`src/rtl/est_pipe_input_arbiter.sv`:
```
// Entry arbiter for the established-flow receive pipe. Picks between the issue
// stage and the FSM reinject queue and feeds one registered valid/ready output stage.
module est_pipe_input_arbiter #(
    parameter int REINJECT_BURST_MAX = 4,
    parameter int BURST_CNT_W        = 4,
    parameter int STAT_W             = 32,
    parameter int FLOWID_W           = 12,
    parameter int TCP_HDR_W          = 160,
    parameter int PAYLOAD_ENTRY_W    = 16,
    parameter int REINJECT_W         = TCP_HDR_W + FLOWID_W + 1 + PAYLOAD_ENTRY_W
) (
    input  logic                       clk,
    input  logic                       rst_n,

    input  logic                       issue_merger_est_hdr_val,
    input  logic [TCP_HDR_W-1:0]       issue_merger_est_tcp_hdr,
    input  logic [FLOWID_W-1:0]        issue_merger_est_flowid,
    input  logic                       issue_merger_est_payload_val,
    input  logic [PAYLOAD_ENTRY_W-1:0] issue_merger_est_payload_entry,
    output logic                       merger_issue_est_pipe_rdy,

    output logic                       merger_fsm_reinject_q_deq_req_val,
    input  logic [REINJECT_W-1:0]      fsm_reinject_q_merger_deq_resp_data,
    input  logic                       fsm_reinject_q_merger_empty,

    output logic                       est_hdr_val,
    output logic [TCP_HDR_W-1:0]       est_tcp_hdr,
    output logic [FLOWID_W-1:0]        est_flowid,
    output logic                       est_payload_val,
    output logic [PAYLOAD_ENTRY_W-1:0] est_payload_entry,
    input  logic                       est_pipe_rdy,

    output logic [STAT_W-1:0]          reinject_grant_cnt,
    output logic [STAT_W-1:0]          issue_grant_cnt,
    output logic [BURST_CNT_W-1:0]     burst_cnt
);

    // Handshake: a transfer happens on a rising edge where the producer's valid
    // and the consumer's ready are both high; ready never looks at valid.
    localparam logic [BURST_CNT_W-1:0] BURST_MAX = BURST_CNT_W'(REINJECT_BURST_MAX);

    // Reinject entry layout, MSB first: {tcp_hdr, flowid, payload_val, payload_entry}.
    logic [TCP_HDR_W-1:0]       r_tcp_hdr;
    logic [FLOWID_W-1:0]        r_flowid;
    logic                       r_payload_val;
    logic [PAYLOAD_ENTRY_W-1:0] r_payload_entry;

    assign {r_tcp_hdr, r_flowid, r_payload_val, r_payload_entry} =
        fsm_reinject_q_merger_deq_resp_data;

    logic load_en;
    logic req_r;
    logic req_i;
    logic force_issue;
    logic grant_r;
    logic grant_i;

    assign load_en     = ~est_hdr_val | est_pipe_rdy;
    assign req_r       = ~fsm_reinject_q_merger_empty;
    assign req_i       = issue_merger_est_hdr_val;
    assign force_issue = (burst_cnt == BURST_MAX);

    assign grant_r = load_en & req_r & ~(req_i & force_issue);
    assign grant_i = load_en & req_i & ~(req_r & ~force_issue);

    assign merger_fsm_reinject_q_deq_req_val = grant_r;
    // Issue ready is built from queue state only, so the issue stage may derive
    // its valid from it without forming a loop.
    assign merger_issue_est_pipe_rdy = load_en & (~req_r | force_issue);

    always_ff @(posedge clk or negedge rst_n) begin
        if (!rst_n) begin
            est_hdr_val <= 1'b0;
        end else if (load_en) begin
            est_hdr_val <= grant_r | grant_i;
        end
    end

    always_ff @(posedge clk or negedge rst_n) begin
        if (!rst_n) begin
            est_tcp_hdr       <= '0;
            est_flowid        <= '0;
            est_payload_val   <= 1'b0;
            est_payload_entry <= '0;
        end else if (grant_r) begin
            est_tcp_hdr       <= r_tcp_hdr;
            est_flowid        <= r_flowid;
            est_payload_val   <= r_payload_val;
            est_payload_entry <= r_payload_entry;
        end else if (grant_i) begin
            est_tcp_hdr       <= issue_merger_est_tcp_hdr;
            est_flowid        <= issue_merger_est_flowid;
            est_payload_val   <= issue_merger_est_payload_val;
            est_payload_entry <= issue_merger_est_payload_entry;
        end
    end

    // A streak only counts while issue is actually waiting behind it.
    always_ff @(posedge clk or negedge rst_n) begin
        if (!rst_n) begin
            burst_cnt <= '0;
        end else if (grant_i) begin
            burst_cnt <= '0;
        end else if (grant_r) begin
            if (req_i) begin
                if (burst_cnt != BURST_MAX) begin
                    burst_cnt <= burst_cnt + BURST_CNT_W'(1);
                end
            end else begin
                burst_cnt <= '0;
            end
        end
    end

    always_ff @(posedge clk or negedge rst_n) begin
        if (!rst_n) begin
            reinject_grant_cnt <= '0;
            issue_grant_cnt    <= '0;
        end else begin
            if (grant_r) begin
                reinject_grant_cnt <= reinject_grant_cnt + STAT_W'(1);
            end
            if (grant_i) begin
                issue_grant_cnt <= issue_grant_cnt + STAT_W'(1);
            end
        end
    end

endmodule
```
`config.mk`:
```
export PLATFORM = sky130hd
export DESIGN_NAME = est_pipe_input_arbiter
export DESIGN_NICKNAME = d
export VERILOG_FILES = /design/src/rtl/est_pipe_input_arbiter.sv
export SDC_FILE = /design/constraint.sdc
export NUM_CORES = 1
export LEC_CHECK = 0
export ABC_AREA = 1
export CORE_AREA = 4 4 246 248
export CTS_CLUSTER_SIZE = 12
export DETAILED_ROUTE_END_ITERATION = 12
export DIE_AREA = 0 0 250 252
export PLACE_DENSITY_LB_ADDON = 0.1
export SYNTH_ARGS = -nofsm -noshare
export SYNTH_HDL_FRONTEND = slang
export SYNTH_SLANG_ARGS = --single-unit
```
`constraint.sdc`:
```
create_clock -name clk -period 4.67 [get_ports clk]
set_clock_uncertainty 0.15 [all_clocks]
set_input_delay 0.7005 -clock clk [delete_from_list [all_inputs] [get_ports clk]]
set_output_delay 0.7005 -clock clk [all_outputs]
set_load 0.02 [all_outputs]
```
# Word level (Yosys, flattened, before mapping)
# Index checks and enable logic that the tools add are counted.
# op_classes
bitwise,15
mux,12
addsub,3
eq_ne,3
reduce_logical,2
# ops
cell,n
$mux 160,2
$add 32x1->32 const B,2
$mux 16,2
$mux 12,2
$mux 4,4
$and 1x1->1,7
$not 1->1,5
$add 4x1->4 const B,1
$eq 4x3->1 const B,1
$ne 4x3->1 const B,1
$ne 3x1->1 const B,1
$or 1x1->1,3
$mux 1,2
$reduce_and 2->1,1
$reduce_bool 2->1,1
# totals
elab_cells,43
in_bits,383
regBits,258

# Logic depth before layout (Yosys ltp)
# logic_depth
ltp_word,7
depth_mapped,11
mapped_depth_nobuf,10

# Least setup slack after synthesis
# No wires, ideal clock.
# synth_timing
path_type,input-to-output
from,input port est_pipe_rdy
to,output port merger_fsm_reinject_q_deq_req_val
slack_ns,2.429
stages,5
required_ns,3.819
arrival_ns,1.391
path_cell_list,inv_1 -> a21oi_4 -> nand2_2 -> inv_2 -> buf_2
# synth_between
elab_chain_len,3
# synth_rtl
element,line_no,text
"start, declared",31,"input logic est_pipe_rdy,"
$or 1x1->1,58,assign load_en = ~est_hdr_val | est_pipe_rdy;
$and 1x1->1 (2 in series),63,assign grant_r = load_en & req_r & ~(req_i & force_issue);
"end, declared",22,"output logic merger_fsm_reinject_q_deq_req_val,"
# Every way passes these cells.

# Worst setup path in the final report
# Ends and elaborated chain as after synthesis.

==> out/results.ini <==
[die]
die_h_um = 252
core-area_sq_um = 58460
rows = 89
boundaryPins = 643
fp.dieW_um = 250
initial_utilization = 0.2193
fp.dieArea_sq_um = 63000

[timing]
finalCritPeriodShare = 0.7339
finalSetupTns_ps = 0
rsz0062_at_grt = false
hold_violations = 0
period_needed_ps = 3427
fin_hold_ws_ps = 47.48
final-setup-viol-count = 0
max_freq_mhz = 291.8
tightest_slew_ps = 1013
slew_headroom = 0.3246
finalMaxSlewViolations = 0

[pwr]
peakVddDrop_mv = 0.2200
power_mw = 8.060
pwr_density_cell_nw_per_um2 = 382.5
p_leak_nw = 8.705

[clock_network]
cts_resized = 0
htree_levels = 2
clkTransAtPathRegs_ps = 50
cts_max_path_buffers = 3
hold_buffers = 0
cts_made_buffers = 35
cts_sinks = 258
cts_root_buf = clkbuf_16
clk_latency_ps = 520
cts_setup_buffers = 0
cts_tree = yes

[drt]
first_iter_violations = 640
dr.pass1.iters = 5
wl_per_cell_um = 19.88
num_vias = 12980
drc = 0
via_per_inst = 4.399
postRouteAntennaNets = 0
finalWirelength_mm = 58.67

[synthesis]
ys.warnings.count = 0
synth_edf_count = 0
yosys_register_bits = 258
syn_area_sq_um = 12820
ys.flop_type = dfrtp_1
seq_area_frac_synth = 0.5035
synthesis.nets = 1927
synthMostInstantiatedCell = nand2_1
synth_area_leader_cell = dfrtp_1
synth_top_area_frac = 0.5035
synth_cells = 1540
ys_async_sr_fraction = 1.000
ys_types = 27
avgSynthCellArea_sq_um = 8.327
synthTopCellsByCount = 530 x nand2_1, 258 x dfrtp_1, 237 x nand3_1
synthTopCellsByArea = dfrtp_1 50%, nand2_1 16%, o21a_1 11%, nand3_1 9.2%, nor2_1 2.4%

[setup_path]
reg2reg_from = burst_cnt[0]
critical_path_required_ps = 3820
critPathArrivalTime_ps = 2580
worstSetupEndpointType = primary output
cpMostUsedCell = clkdlybuf4s50_1
cp_slowest_cell = clkdlybuf4s50_1
crit_type = primary input to primary output
crit_start = est_pipe_rdy
start_kind = primary input
worstPathMaxFanout = 31
cp_top_family = buffers and inverters
worst_path_largest_cell_delay_ps = 670
path_buf_inv = 4
path_cells = clkdlybuf4s50_1 -> inv_1 -> a21oi_4 -> nand2_8 -> inv_6 -> clkdlybuf4s50_1

[global_routing]
gr-total-overflow = 0
grt_pass1_vias = 13310
antenna_found_initial = 10
grt_pass1_wl_mm = 86.63
grtUsageTotal = 0.1783
grt_max_degree = 93

[outcome]
outcome = complete, no violations

[placed_design]
dp_hpwl_mm = 44.94
place_congestion = 0.9030
io_buffer_count = 642
dpl_cell_area_sq_um = 19940

[finish]
stdcell_area_sq_um = 21070
num-nets-final = 2534
post-route-util = 0.3604
drive_gt1_frac = 0.03501
syn_to_final_growth_pct = 64.32
fill_cells = 6079

[hold_path]
hp-class = primary input to async pin

[job]
maxCapViolations = 0

[final cells by class]
class	count	area [sq um]	area share
clock inverter	6	33.78	0.001603
timing repair buffer	658	6639	0.3151
multi-input combinational	1128	5614	0.2664
inverter	66	260.3	0.01235
sequential	258	6456	0.3064
clock buffer	55	1084	0.05142
tap	773	967.2	0.04590
antenna	7	17.52	0.0008313
[routing by layer]
layer  track usage  part of all wire  up-vias  wire length (um)
li1              -                 -     6281                 -
met1        0.2047              0.39     6175             22710
met2        0.3180              0.51      446             29720
met3       0.06102             0.082       74              4812
met4       0.04898             0.023        6              1374
met5             0           0.00070        -                41
[cell usage in the layout (no fill, tap or decap), drive strengths merged, types with 2 or more instances in the layout]
master / instances
a21oi: 4
buf: 17
clkbuf: 55
clkdlybuf4s50: 641
clkinv: 5
dfrtp: 258
diode: 7
ha: 4
inv: 67
nand2: 531
nand3: 237
nand3b: 6
nand4: 23
nor2: 83
nor3: 10
o21a: 189
o21ai: 2
xnor2: 12
xor2: 24
[report_power, final]
group / internal, mW / total (mW) / switching [mW]
combinational: 1.24 / 2.57 / 1.33
clock: 1.59 / 2.62 / 1.03
sequential: 2.60 / 2.87 / 0.265
[kinds of logic (layout without fill, tap and decap cells)]
logic type / Yosys count / after routing / share of synthesized area
other: 0 / 7 / 0
buffers and inverters: 154 / 785 / 0.05981
AOI/OAI and AO/OA: 198 / 198 / 0.1164
adders and majority gates: 4 / 4 / 0.003903
and+or+nand+nor: 890 / 890 / 0.2918
DFF: 258 / 258 / 0.5035
xor gates and xnor gates: 36 / 36 / 0.02459
[stage by stage]
stage	setup slack, ps	cells
floorplan	2429	1540
global placement	1232	2883
detailed placement	1211	2883
CTS	1203	2944
global route	1136	2948
finish	1243	2951
[registers in the layout (all words and copies together) (netlist names)]
name / count
burst_cnt: 4
est_flowid: 12
est_hdr_val: 1
est_payload_entry: 16
est_payload_val: 1
est_tcp_hdr: 160
issue_grant_cnt: 32
reinject_grant_cnt: 32
[path summary, 6_finish.rpt]
| kind | to | slack [ps] | depth (start not counted) |
|---|---|---|---|
| worst min register to register | est_tcp_hdr[77] | 340 | 1 |
| worst min-delay path | est_flowid[5] | 50 | 1 |
| worst max register to register | reinject_grant_cnt[21] | 2030 | 8 |
| max in group asynchronous | est_tcp_hdr[52] | 3320 | 2 |
| min in group clk | est_tcp_hdr[77] | 340 | 1 |
| worst max-delay path | merger_fsm_reinject_q_deq_req_val | 1240 | 6 |
Note: power is estimated with default switching activity, not from simulation.
